## src/rtl/alu_op_sequencer_if.sv

```systemverilog
// alu_op_sequencer_if
//   Bundle of every handshake and datapath signal of alu_op_sequencer.
//   Modports:
//     slave  - the sequencer itself (accepts commands, drives the ALU operands,
//              returns tagged results).
//     master - the environment around it (command source, ALU, result consumer).
//   Signals:
//     cmd_valid/cmd_ready/cmd_op/cmd_a/cmd_b : command channel
//     alu_op/alu_a/alu_b                     : registered operands to the ALU
//     alu_y                                  : combinational ALU result
//     res_valid/res_ready/res_data/res_tag/res_err : result channel
//     busy                                   : FIFO non-empty or FSM not idle
//
// Handshake rule for both channels: a transfer happens on a rising clock edge
// where valid && ready are both high. Once valid is raised the payload is held
// stable until that edge; ready may change freely and never depends on a
// transfer in the same cycle.
interface alu_op_sequencer_if #(
    parameter int TAG_W = 4
);
    logic             cmd_valid;
    logic             cmd_ready;
    logic [2:0]       cmd_op;
    logic [31:0]      cmd_a;
    logic [31:0]      cmd_b;

    logic [2:0]       alu_op;
    logic [31:0]      alu_a;
    logic [31:0]      alu_b;
    logic [31:0]      alu_y;

    logic             res_valid;
    logic             res_ready;
    logic [31:0]      res_data;
    logic [TAG_W-1:0] res_tag;
    logic             res_err;

    logic             busy;

    modport slave (
        input  cmd_valid, cmd_op, cmd_a, cmd_b, alu_y, res_ready,
        output cmd_ready, alu_op, alu_a, alu_b,
               res_valid, res_data, res_tag, res_err, busy
    );

    modport master (
        output cmd_valid, cmd_op, cmd_a, cmd_b, alu_y, res_ready,
        input  cmd_ready, alu_op, alu_a, alu_b,
               res_valid, res_data, res_tag, res_err, busy
    );
endinterface

```

## src/rtl/alu_op_sequencer.sv

```systemverilog
// alu_op_sequencer
//   Requester-side front end for a 32-bit combinational ALU. Commands
//   {op, a, b} are queued in a DEPTH-entry FIFO together with a sequence tag,
//   issued one at a time on registered ALU operand outputs, and the ALU result
//   is captured one cycle later and returned with its tag.
//
//   Ports:
//     clk         - rising-edge clock
//     rst_n       - asynchronous active-low reset, synchronous release
//     bus         - alu_op_sequencer_if.slave (command, ALU and result signals)
//     dbg_state_o - current FSM state (0 IDLE, 1 ISSUE, 2 RESP)
//
//   Parameters:
//     DEPTH - command FIFO entries (power of two, >= 2)
//     TAG_W - width of the result tag / command sequence counter
//
//   Optional feature (macro ALU_CHECK_EN):
//     When defined, a reference model checks alu_y against the issued
//     operands during ISSUE and res_err flags a mismatch alongside res_data.
//     When undefined, res_err is constant 0.
module alu_op_sequencer #(
    parameter int DEPTH = 4,
    parameter int TAG_W = 4
) (
    input  logic                 clk,
    input  logic                 rst_n,
    alu_op_sequencer_if.slave    bus,
    output logic [1:0]           dbg_state_o
);

    localparam int PTR_W = $clog2(DEPTH);
    localparam logic [PTR_W:0] FULL_CNT = (PTR_W+1)'(DEPTH);

    typedef enum logic [1:0] {
        S_IDLE  = 2'd0,
        S_ISSUE = 2'd1,
        S_RESP  = 2'd2
    } state_t;

    typedef struct packed {
        logic [2:0]       op;
        logic [31:0]      a;
        logic [31:0]      b;
        logic [TAG_W-1:0] tag;
    } cmd_t;

    // ------------------------------------------------------------------
    // Command FIFO
    // ------------------------------------------------------------------
    cmd_t             fifo_q [DEPTH];
    logic [PTR_W-1:0] wr_ptr_q;
    logic [PTR_W-1:0] rd_ptr_q;
    logic [PTR_W:0]   count_q;
    logic [TAG_W-1:0] tag_cnt_q;
    logic             ready_en_q;   // holds cmd_ready low until the first edge after reset release

    logic             fifo_empty;
    logic             fifo_full;
    logic             push;
    logic             pop;
    cmd_t             head;

    assign fifo_empty = (count_q == '0);
    assign fifo_full  = (count_q == FULL_CNT);
    // No bypass: a pop in this cycle does not make room for a push in this cycle.
    assign bus.cmd_ready = ready_en_q && !fifo_full;
    assign push       = bus.cmd_valid && bus.cmd_ready;
    assign head       = fifo_q[rd_ptr_q];

    // Storage needs no reset; occupancy is tracked by count_q.
    always_ff @(posedge clk) begin
        if (push) begin
            fifo_q[wr_ptr_q] <= '{op: bus.cmd_op, a: bus.cmd_a, b: bus.cmd_b, tag: tag_cnt_q};
        end
    end

    always_ff @(posedge clk or negedge rst_n) begin
        if (!rst_n) begin
            wr_ptr_q   <= '0;
            rd_ptr_q   <= '0;
            count_q    <= '0;
            tag_cnt_q  <= '0;
            ready_en_q <= 1'b0;
        end else begin
            ready_en_q <= 1'b1;
            if (push) begin
                wr_ptr_q  <= wr_ptr_q + PTR_W'(1);
                tag_cnt_q <= tag_cnt_q + TAG_W'(1);
            end
            if (pop) begin
                rd_ptr_q <= rd_ptr_q + PTR_W'(1);
            end
            case ({push, pop})
                2'b10:   count_q <= count_q + (PTR_W+1)'(1);
                2'b01:   count_q <= count_q - (PTR_W+1)'(1);
                default: count_q <= count_q;
            endcase
        end
    end

    // ------------------------------------------------------------------
    // Issue / response FSM
    // ------------------------------------------------------------------
    state_t state_q;
    state_t state_d;
    logic   capture;      // ISSUE: sample alu_y into the result registers
    logic   release_res;  // RESP: result handed over this edge

    always_ff @(posedge clk or negedge rst_n) begin
        if (!rst_n) begin
            state_q <= S_IDLE;
        end else begin
            state_q <= state_d;
        end
    end

    always_comb begin
        state_d = state_q;
        case (state_q)
            S_IDLE:  if (!fifo_empty) state_d = S_ISSUE;
            S_ISSUE: state_d = S_RESP;
            S_RESP: begin
                if (bus.res_ready) begin
                    state_d = fifo_empty ? S_IDLE : S_ISSUE;
                end
            end
            default: state_d = S_IDLE;
        endcase
    end

    always_comb begin
        pop         = 1'b0;
        capture     = 1'b0;
        release_res = 1'b0;
        case (state_q)
            S_IDLE:  pop = !fifo_empty;
            S_ISSUE: capture = 1'b1;
            S_RESP: begin
                release_res = bus.res_ready;
                // Back-to-back: next command is loaded on the same edge the
                // current result is taken.
                pop         = bus.res_ready && !fifo_empty;
            end
            default: ;
        endcase
    end

    assign dbg_state_o = state_q;
    assign bus.busy    = !fifo_empty || (state_q != S_IDLE);

    // ------------------------------------------------------------------
    // ALU operand registers (hold last issued values between operations)
    // ------------------------------------------------------------------
    logic [2:0]       alu_op_q;
    logic [31:0]      alu_a_q;
    logic [31:0]      alu_b_q;
    logic [TAG_W-1:0] pend_tag_q;

    always_ff @(posedge clk or negedge rst_n) begin
        if (!rst_n) begin
            alu_op_q   <= '0;
            alu_a_q    <= '0;
            alu_b_q    <= '0;
            pend_tag_q <= '0;
        end else if (pop) begin
            alu_op_q   <= head.op;
            alu_a_q    <= head.a;
            alu_b_q    <= head.b;
            pend_tag_q <= head.tag;
        end
    end

    assign bus.alu_op = alu_op_q;
    assign bus.alu_a  = alu_a_q;
    assign bus.alu_b  = alu_b_q;

    // ------------------------------------------------------------------
    // Result registers
    // ------------------------------------------------------------------
    logic             res_valid_q;
    logic [31:0]      res_data_q;
    logic [TAG_W-1:0] res_tag_q;

    always_ff @(posedge clk or negedge rst_n) begin
        if (!rst_n) begin
            res_valid_q <= 1'b0;
            res_data_q  <= '0;
            res_tag_q   <= '0;
        end else if (capture) begin
            res_valid_q <= 1'b1;
            res_data_q  <= bus.alu_y;
            res_tag_q   <= pend_tag_q;
        end else if (release_res) begin
            res_valid_q <= 1'b0;
        end
    end

    assign bus.res_valid = res_valid_q;
    assign bus.res_data  = res_data_q;
    assign bus.res_tag   = res_tag_q;

`ifdef ALU_CHECK_EN
    // Independent model of the ALU, evaluated on the registered operands.
    logic [31:0] model_y;
    logic        res_err_q;

    always_comb begin
        model_y = '0;
        case (alu_op_q)
            3'b000:  model_y = alu_a_q + alu_b_q;
            3'b001:  model_y = alu_a_q - alu_b_q;
            3'b010:  model_y = alu_a_q & alu_b_q;
            3'b011:  model_y = alu_a_q | alu_b_q;
            3'b100:  model_y = ~alu_a_q;
            3'b101:  model_y = ($signed(alu_a_q) < $signed(alu_b_q)) ? 32'd1 : 32'd0;
            default: model_y = '0;
        endcase
    end

    always_ff @(posedge clk or negedge rst_n) begin
        if (!rst_n) begin
            res_err_q <= 1'b0;
        end else if (capture) begin
            res_err_q <= (bus.alu_y != model_y);
        end else if (release_res) begin
            res_err_q <= 1'b0;
        end
    end

    assign bus.res_err = res_err_q;
`else
    assign bus.res_err = 1'b0;
`endif

endmodule

```

## src/flat_wrapper.sv

```systemverilog
// flat-port wrapper written by rule: the top's interface ports become plain ports
module alu_op_sequencer_flat 
#(
    parameter int DEPTH = 4,
    parameter int TAG_W = 4
)
  (clk, rst_n, dbg_state_o, bus_cmd_valid, bus_cmd_op, bus_cmd_a, bus_cmd_b, bus_alu_y, bus_res_ready, bus_cmd_ready, bus_alu_op, bus_alu_a, bus_alu_b, bus_res_valid, bus_res_data, bus_res_tag, bus_res_err, bus_busy);
  alu_op_sequencer_if #(.TAG_W(TAG_W)) bus_i ();
  input  logic clk;
  input  logic rst_n;
  output logic [1:0] dbg_state_o;
  input wire logic [$bits(bus_i.cmd_valid)-1:0] bus_cmd_valid;
  input wire logic [$bits(bus_i.cmd_op)-1:0] bus_cmd_op;
  input wire logic [$bits(bus_i.cmd_a)-1:0] bus_cmd_a;
  input wire logic [$bits(bus_i.cmd_b)-1:0] bus_cmd_b;
  input wire logic [$bits(bus_i.alu_y)-1:0] bus_alu_y;
  input wire logic [$bits(bus_i.res_ready)-1:0] bus_res_ready;
  output wire logic [$bits(bus_i.cmd_ready)-1:0] bus_cmd_ready;
  output wire logic [$bits(bus_i.alu_op)-1:0] bus_alu_op;
  output wire logic [$bits(bus_i.alu_a)-1:0] bus_alu_a;
  output wire logic [$bits(bus_i.alu_b)-1:0] bus_alu_b;
  output wire logic [$bits(bus_i.res_valid)-1:0] bus_res_valid;
  output wire logic [$bits(bus_i.res_data)-1:0] bus_res_data;
  output wire logic [$bits(bus_i.res_tag)-1:0] bus_res_tag;
  output wire logic [$bits(bus_i.res_err)-1:0] bus_res_err;
  output wire logic [$bits(bus_i.busy)-1:0] bus_busy;
  assign bus_i.cmd_valid = bus_cmd_valid;
  assign bus_i.cmd_op = bus_cmd_op;
  assign bus_i.cmd_a = bus_cmd_a;
  assign bus_i.cmd_b = bus_cmd_b;
  assign bus_i.alu_y = bus_alu_y;
  assign bus_i.res_ready = bus_res_ready;
  assign bus_cmd_ready = bus_i.cmd_ready;
  assign bus_alu_op = bus_i.alu_op;
  assign bus_alu_a = bus_i.alu_a;
  assign bus_alu_b = bus_i.alu_b;
  assign bus_res_valid = bus_i.res_valid;
  assign bus_res_data = bus_i.res_data;
  assign bus_res_tag = bus_i.res_tag;
  assign bus_res_err = bus_i.res_err;
  assign bus_busy = bus_i.busy;
  alu_op_sequencer #(.DEPTH(DEPTH), .TAG_W(TAG_W)) u_core (.clk(clk), .rst_n(rst_n), .bus(bus_i), .dbg_state_o(dbg_state_o));
endmodule
```

## config.mk

```make
export PLATFORM = sky130hd
export DESIGN_NAME = alu_op_sequencer_flat
export DESIGN_NICKNAME = d
export VERILOG_FILES = /design/src/rtl/alu_op_sequencer_if.sv /design/src/rtl/alu_op_sequencer.sv /design/src/flat_wrapper.sv
export SDC_FILE = /design/constraint.sdc
export NUM_CORES = 1
export LEC_CHECK = 0
export CORE_MARGIN = 4
export CORE_UTILIZATION = 28
export DETAILED_ROUTE_END_ITERATION = 6
export PLACE_DENSITY = 0.46
export SYNTH_ARGS = -nofsm -noshare
export SYNTH_HDL_FRONTEND = slang
export SYNTH_SLANG_ARGS = --single-unit
export TNS_END_PERCENT = 10
```

## constraint.sdc

```tcl
create_clock -name clk -period 3.64 [get_ports clk]
set_input_delay 0.364 -clock clk [delete_from_list [all_inputs] [get_ports clk]]
set_output_delay 0.364 -clock clk [all_outputs]
set_load 0.1 [all_outputs]
```

# Word-level counts from Yosys, hierarchy flattened

Memories as Yosys holds them, arrays and structs flattened. A register that Yosys moved wholly into a read port is not among the register bits.
Index checks and enable logic that the tools add are counted.

Flip-flop bits (word level): 51
Bits in latches: 0
Memory bits (writable): 284
Memory bits (read-only): 0
Input port bits: 103
Output and inout bits: 109
Logic and storage cells: 47
Memories: 1

Memory list:

| name          | words | width | rd ports | clocked after memory_dff | wr ports | RTL line               | source |
|---|---|---|---|---|---|---|---|
| u_core.fifo_q | 4     | 71    | 1        | 1                        | 1        | alu_op_sequencer.sv:50 | `cmd_t fifo_q [DEPTH];` |

$add $sub $neg: 5
Multiply operators: 0
Divide/modulo/power cells: 0
Order comparisons: 0
Equal/unequal tests: 7
Shift operators: 0
Muxes and demuxes: 12
Bitwise operators: 0
Reductions and logical operators: 13

Operators by type and width:

| operator                                          | count |
|---|---|
| 2-to-1 mux 1 bit                                  | 7 |
| one-hot mux 2 bit (3 select lines)                | 1 |
| one-hot mux 3 bit (2 select lines)                | 1 |
| nonzero test 2 bit                                | 3 |
| adder 2 x 1 -> 2 bit (second input constant)      | 2 |
| adder 4 x 1 -> 4 bit (second input constant)      | 1 |
| == test 2 x 1 -> 1 bit (second input constant)    | 2 |
| == test 2 bit (second input constant)             | 2 |
| 2-to-1 mux 2 bit                                  | 2 |
| != test 2 bit (second input constant)             | 2 |
| adder 3 x 1 -> 3 bit (second input constant)      | 1 |
| == test 3 bit (second input constant)             | 1 |
| logical AND 1 bit                                 | 3 |
| logical NOT 1 bit                                 | 3 |
| logical NOT 3 bit                                 | 1 |
| subtractor 3 x 1 -> 3 bit (second input constant) | 1 |
| logical NOT 2 bit                                 | 1 |
| one-hot mux 1 bit (2 select lines)                | 1 |
| AND reduction 2 bit                               | 1 |
| logical OR 1 bit                                  | 1 |

# Logic depth before layout (Yosys ltp)

Gate-level depths: netlist (run 1).

Depth in word-level cells: 6
Mapped depth: 9

# Least setup slack after synthesis (run 1)

No wires, ideal clock.

Path kind: reg-to-reg
From: register u_core.count_q[2]
To: memory u_core.fifo_q[0][0] (netlist bit), enable pin
Library setup time: 437 ps
Arrival: 2568 ps
Data required time: 3203 ps
Setup slack: 636 ps
Stages on the path, launching flop included: 4
Path buffers: 0
Period minus slack after synthesis: 3004 ps
Cells stage by stage: dfrtp_1 -> nor3b_1 -> nor2_2 -> and2_1

Word-level cells in the longest chain between the ends: 6

Ends and longest elaborated chain:

| element                                | RTL line               | source |
|---|---|---|
| start: declaration                     | alu_op_sequencer.sv:53 | `logic [PTR_W:0] count_q;` |
| start signal: assignment               | alu_op_sequencer.sv:94 | `2'b10: count_q <= count_q + (PTR_W+1)'(1);` |
| start signal: assignment               | alu_op_sequencer.sv:95 | `2'b01: count_q <= count_q - (PTR_W+1)'(1);` |
| start signal: assignment               | alu_op_sequencer.sv:96 | `default: count_q <= count_q;` |
| == test 3 bit                          | alu_op_sequencer.sv:64 | `assign fifo_full = (count_q == FULL_CNT);` |
| logical NOT 1 bit                      | alu_op_sequencer.sv:66 | `assign bus.cmd_ready = ready_en_q && !fifo_full;` |
| logical AND 1 bit                      | alu_op_sequencer.sv:66 |  |
| logical AND 1 bit                      | alu_op_sequencer.sv:67 | `assign push = bus.cmd_valid && bus.cmd_ready;` |
| 2-to-1 mux 1 bit                       | alu_op_sequencer.sv:72 | `if (push) begin` |
| 2-to-1 mux 1 bit (implied by the code) | alu_op_sequencer.sv:73 | `fifo_q[wr_ptr_q] <= '{op: bus.cmd_op, a: bus.cmd_a, b: bus.cmd_b, tag: tag_cnt_q};` |
| end: declaration                       | alu_op_sequencer.sv:50 |  |

No other way between the ends.

# Worst setup path after layout (run 1)

From: register u_core.count_q[1]
To: output port bus_cmd_ready

Word-level cells in the longest chain between the ends: 3

Ends and longest elaborated chain:

| element           | RTL line               | source |
|---|---|---|
| == test 3 bit     | alu_op_sequencer.sv:64 |  |
| logical NOT 1 bit | alu_op_sequencer.sv:66 |  |
| logical AND 1 bit | alu_op_sequencer.sv:66 |  |
| end: declaration  | flat_wrapper.sv:18     | `output wire logic [$bits(bus_i.cmd_ready)-1:0] bus_cmd_ready;` |

No other way between the ends.

==> qor.yml, run 1 <==
vias_per_cell: 4.33
grt_max_degree: 78
ys_seq_elements: 406
outcome: "finished clean"
cts_tree: "yes"
synthTopCellsByArea: "edfxtp_1, dfrtp_1, mux4_2"
critPathLaunchType: "flop"
dieArea_um2: 57400
clk_latency_ps: 560
max_stage_delay_ps: 1020
synth_flop_cell: "edfxtp_1"
worstSetupPathType: "flop to output port"
synthCells: 662
slew_viol_final: 0
synth_top_area_share_pct: 56.8
wl_um: 32700
post-route-min-period_ps: 3140
finalSetupTns_ps: 0
end_kind: "output port"
hold_path_class: "input pin to flop"
cts_made_buffers: 46
netlist_top_cells_count: "edfxtp_1, dfrtp_1, mux2_2"
first_global_vias: 7763
route.vias.total: 7069
cts-htree-levels: 2
track_usage_pct: 11.4
drt_pass1_iterations: 4
worst_pin_slew_ps: 1140
ant_nets: 0
critical_path.cell_chain: "nor3b_1 > nor2b_1 > clkdlybuf4s50_1"
initialDrtViolationCount: 342
n_antenna_cell: 0
overflow: 0
cp_data_arrival_time_ps: 2780
max_freq_mhz: 318
synth_warnings: 0
synthMostInstantiatedCell: "edfxtp_1"
drcViolationCount: 0
clk_path_buf_depth: 3
wl_per_cell_um: 20.0
place.gp.congestion: 0.665
grt_pass1_wl_um: 49800
syn_avg_cell_area_um2: 22.7
die_h_um: 240
setup_violations: 0
synth-edff-count: 284
start_util_pct: 28.4
synth_area_um2: 15000
antenna_found_initial: 0
clock_skew_ps: 9.46
core_um2: 52900
die_w_um: 240
rsz0062_at_grt: "no"
clk_pin_slew_ps: 60
synthDistinctLibCells: 30
rows: 84
hold_viol: 0
finalCritPeriodShare_pct: 86.3
cap_violations: 0
slew_headroom_pct: 23.9
drive_above_1_share_pct: 29.2
hpwl_um: 20200
synthArstFlopShare_pct: 30.0
portBuffers: 210
syn2layout_area_growth_pct: 30.3
cpMaxStageDelayCell: "clkdlybuf4s50_1"
yosysTopAreaCell: "edfxtp_1"
num-nets-final: 1018
syn_nets: 772
seq_area_frac_synth_pct: 77.1
io_pins: 212
clockRootBuffer: "clkbuf_16"
cts.sinks: 406
cp_max_fo: 4
required_ps: 3280
registers in the layout, summed over array words and instances, names as in the netlist, 2 cells and up:
signal / cells
u_core.bus.alu_a: 32
u_core.bus.alu_b: 32
u_core.bus.alu_op: 3
u_core.bus.res_data: 32
u_core.bus.res_tag: 4
u_core.count_q: 3
u_core.dbg_state_o: 2
u_core.fifo_q: 284
u_core.pend_tag_q: 4
u_core.rd_ptr_q: 2
u_core.tag_cnt_q: 4
u_core.wr_ptr_q: 2
cells by family (layout without fill, tap and decap cells):
family,Yosys count,count (layout),synth area share (%)
DFF,406,406,77.1
xor gates and xnor gates,9,9,0.525
buffers and inverters,33,316,1.73
AOI/OAI and AO/OA,3,3,0.117
other,2,2,0.0500
and+or+nand+nor,21,21,0.891
adders and majority gates,7,7,0.633
muxes,181,181,19.0
what timing repair did:
action	in CTS	in global routing
hold endpoints to repair	76	0
resized for setup	0	0
setup endpoints to repair	0	0
buffers inserted	0	0
hold buffers	1	0
metrics by stage:
| step | cell area, um^2 | cells | util (%) | setup slack, ps | hold WS (ps) |
|---|---|---|---|---|---|
| floorplan | 15000 | 662 | - | 636 | 68.4 |
| global placement | 18000 | 1547 | 34.1 | 1000 | 467 |
| detailed placement | 18000 | 1547 | 34.1 | 1030 | 482 |
| CTS | 19600 | 1633 | 37.0 | 477 | 374 |
| global route | 19600 | 1633 | 37.0 | 347 | 379 |
| finish | 19600 | 1633 | 37.0 | 500 | 422 |
worst max-delay path: cells and delay by family (launching register included):
kind | cells | cell delay [ps]
AND/OR/NAND/NOR | 2 | 780
flip-flops | 1 | 420
buffers and inverters | 1 | 1020
final timing paths:
check                                   startpoint                       to  slack, ps  depth (start not counted)
min in group asynchronous                    rst_n     u_core.bus.alu_b[11]        450                          2
min reg2reg                u_core.bus.res_data[29]  u_core.bus.res_data[29]        490                          1
max in group asynchronous                    rst_n       u_core.rd_ptr_q[1]       2400                          3
min                                  bus_alu_y[29]  u_core.bus.res_data[29]        420                          2
max reg2reg                      u_core.count_q[1]        u_core.count_q[1]       1300                          6
max                              u_core.count_q[1]            bus_cmd_ready        500                          3
cell usage in the layout (no fill, tap or decap), drive strengths merged, types with 3 or more instances in the layout:
cell	netlist	routed
edfxtp	284	284
clkdlybuf4s50	0	209
dfrtp	122	122
mux2	110	110
mux4	71	71
clkbuf	7	60
buf	21	16
clkinv	0	15
xor2	6	6
ha	6	6
inv	5	6
bufinv	0	5
and2	4	4
clkinvlp	0	4
nor2	4	4
nor3	4	4
nand2	3	3
xnor2	3	3
per-layer routing:
layer,GRT usage [%],vias to the layer above,wire length [um]
met4,2.66,0,548
met1,15.0,3705,14300
met2,19.1,167,16200
met3,2.96,47,1690
li1,-,3150,-
met5,0,-,0
layout make-up:
cell class,instances,area (um^2)
clock buffers,60,1280
clock inverters,25,270
multi-input cells,223,3200
fillers,4867,33300
flip-flops and latches,406,11600
repair buffers,226,2350
inverters,5,18.8
well taps,688,861
Power of run 1 is not shown: default switching activity piles up to over one toggle a cycle in this logic, so the estimate is an artifact.
==> run 2: changes to the inputs <==
clock period = 3.45 ns   (was 3.64 ns; I/O delays follow)
==> run 2 against run 1 <==
Net effect:
- routed wire length up 0.81%
- via count up 0.71%
- register-to-register slack worse by 90 ps
- non-clock buffer count up 5
- first-iteration DRC count up 15%
- global-route usage up 0.079 points
- final cell count up 0.37%
- clock skew up 3.9 ps
- hold slack worse by 65 ps
- die area unchanged
- largest cell class unchanged
==> qor.yml, run 2 (synthesis gave the netlist of run 1 again) <==
outcome: "finished clean"
initialDrtViolationCount: 392  # +15%
max_freq_mhz: 353
clockRootBuffer: "clkbuf_16"
cts_hold_buf: 1  # unchanged
required_ps: 3110  # -170 ps
regArea_um2: 11600  # unchanged
cap_violations: 0  # unchanged
grt_max_degree: 73  # -6.4%
hpwl_um: 20500  # +1.6%
cts.sinks: 406  # unchanged
core_um2: 52900  # unchanged
regMostFlops: "u_core.fifo_q"
reg2reg_depth: 8  # +2
ant_nets: 0  # unchanged
final_cell_mix: "edfxtp_1, clkdlybuf4s50_1, dfrtp_1"
start_util_pct: 28.4  # unchanged
reg2reg_setup_slack_ps: 1210  # -90 ps
worst_pin_slew_ps: 1050  # -86.3 ps
antenna_found_initial: 0  # unchanged
route.vias.total: 7119  # +0.71%
overflow: 0  # unchanged
grt_pass1_wl_um: 50100  # +0.46%
die_w_um: 240  # unchanged
wl_um: 33000  # +0.81%
cp_max_fo: 4  # unchanged
cts-htree-levels: 2  # unchanged
critPathLaunchType: "flop"
slew_headroom_pct: 29.6  # +5.7 points
drcViolationCount: 0  # unchanged
hold_path_class: "input pin to async pin"
layout_commonest_cell: "edfxtp_1"
clk_latency_ps: 570  # about the same
num-nets-final: 1023  # +0.49%
dieArea_um2: 57400  # unchanged
portBuffers: 210  # unchanged
drive_above_1_share_pct: 28.6  # -0.57 points
cts.repair.resized: 0  # unchanged
post-route-min-period_ps: 2840
rows: 84  # unchanged
rsz0062_at_grt: "no"
die_h_um: 240  # unchanged
cp_data_arrival_time_ps: 2490  # -290 ps
setup_violations: 0  # unchanged
worstSetupPathType: "flop to output port"
clk_path_buf_depth: 3  # unchanged
postCtsSetupBuffers: 0  # unchanged
slew_viol_final: 0  # unchanged
cts_made_buffers: 46  # unchanged
wl_per_cell_um: 20.1  # +0.44%
finalCritPeriodShare_pct: 82.2
place.gp.congestion: 0.662  # -0.48%
end_kind: "output port"
first_global_vias: 7856  # +1.2%
vias_per_cell: 4.34  # +0.34%
drt_pass1_iterations: 6  # +2
nFillCells: 4890  # +0.47%
io_pins: 212  # unchanged
syn2layout_area_growth_pct: 29.8
clock_skew_ps: 13.3  # +3.87 ps
multiInputGateArea_um2: 3200  # unchanged
track_usage_pct: 11.5  # +0.079 points
clk_pin_slew_ps: 60  # about the same
finalSetupTns_ps: 0  # unchanged
largest_reg_flops: 284  # unchanged
hold_viol: 0  # unchanged
cts_tree: "yes"
## run 2: final timing paths
path	start	endpoint
worst min-delay path	rst_n	u_core.bus.alu_b[11]
worst min register to register	u_core.bus.res_data[29]	u_core.bus.res_data[29]
worst max-delay path	u_core.count_q[1]	bus_busy
worst max register to register	u_core.count_q[2]	u_core.count_q[2]
min in group clk	bus_alu_y[29]	u_core.bus.res_data[29]
max in group asynchronous	rst_n	u_core.bus.res_data[22]
## run 2: layout make-up
class	count	area share, %
Inverter	5	0.0963
Clock buffer	58	6.35
Tap cell	688	4.42
Antenna cell	1	0.0128
Clock inverter	27	1.23
Multi-Input combinational cell	223	16.4
Sequential cell	406	59.4
Timing Repair Buffer	231	12.0
## run 2: routing by layer
| layer | global-route usage, % | vias to the layer above | part of all wire, % |
|---|---|---|---|
| met1 | 15.0 | 3732 | 43 |
| met5 | 0 | - | 0 |
| met3 | 2.49 | 62 | 5.2 |
| met2 | 19.2 | 172 | 50 |
| met4 | 3.75 | 0 | 2.4 |
| li1 | - | 3153 | - |
## run 2: through the flow
step | setup WS, ps | utilization (%) | hold WS [ps] | cells | cell area [um^2]
after floorplan | 446 | - | 49.4 | 662 | 15000
after global placement | 799 | 34.1 | 417 | 1552 | 18000
after detailed placement | 818 | 34.1 | 422 | 1552 | 18000
after CTS | 502 | 36.9 | 348 | 1638 | 19500
after global routing | 458 | 36.9 | 366 | 1638 | 19500
final | 615 | 36.9 | 357 | 1639 | 19500
## run 2: worst max-delay path: stages (launching register included)
cell,delay (ps)
dfrtp_1,430
nor3_2,410
nand2_1,90
clkdlybuf4s50_1,1000
Power of run 2 is left out for the same reason.
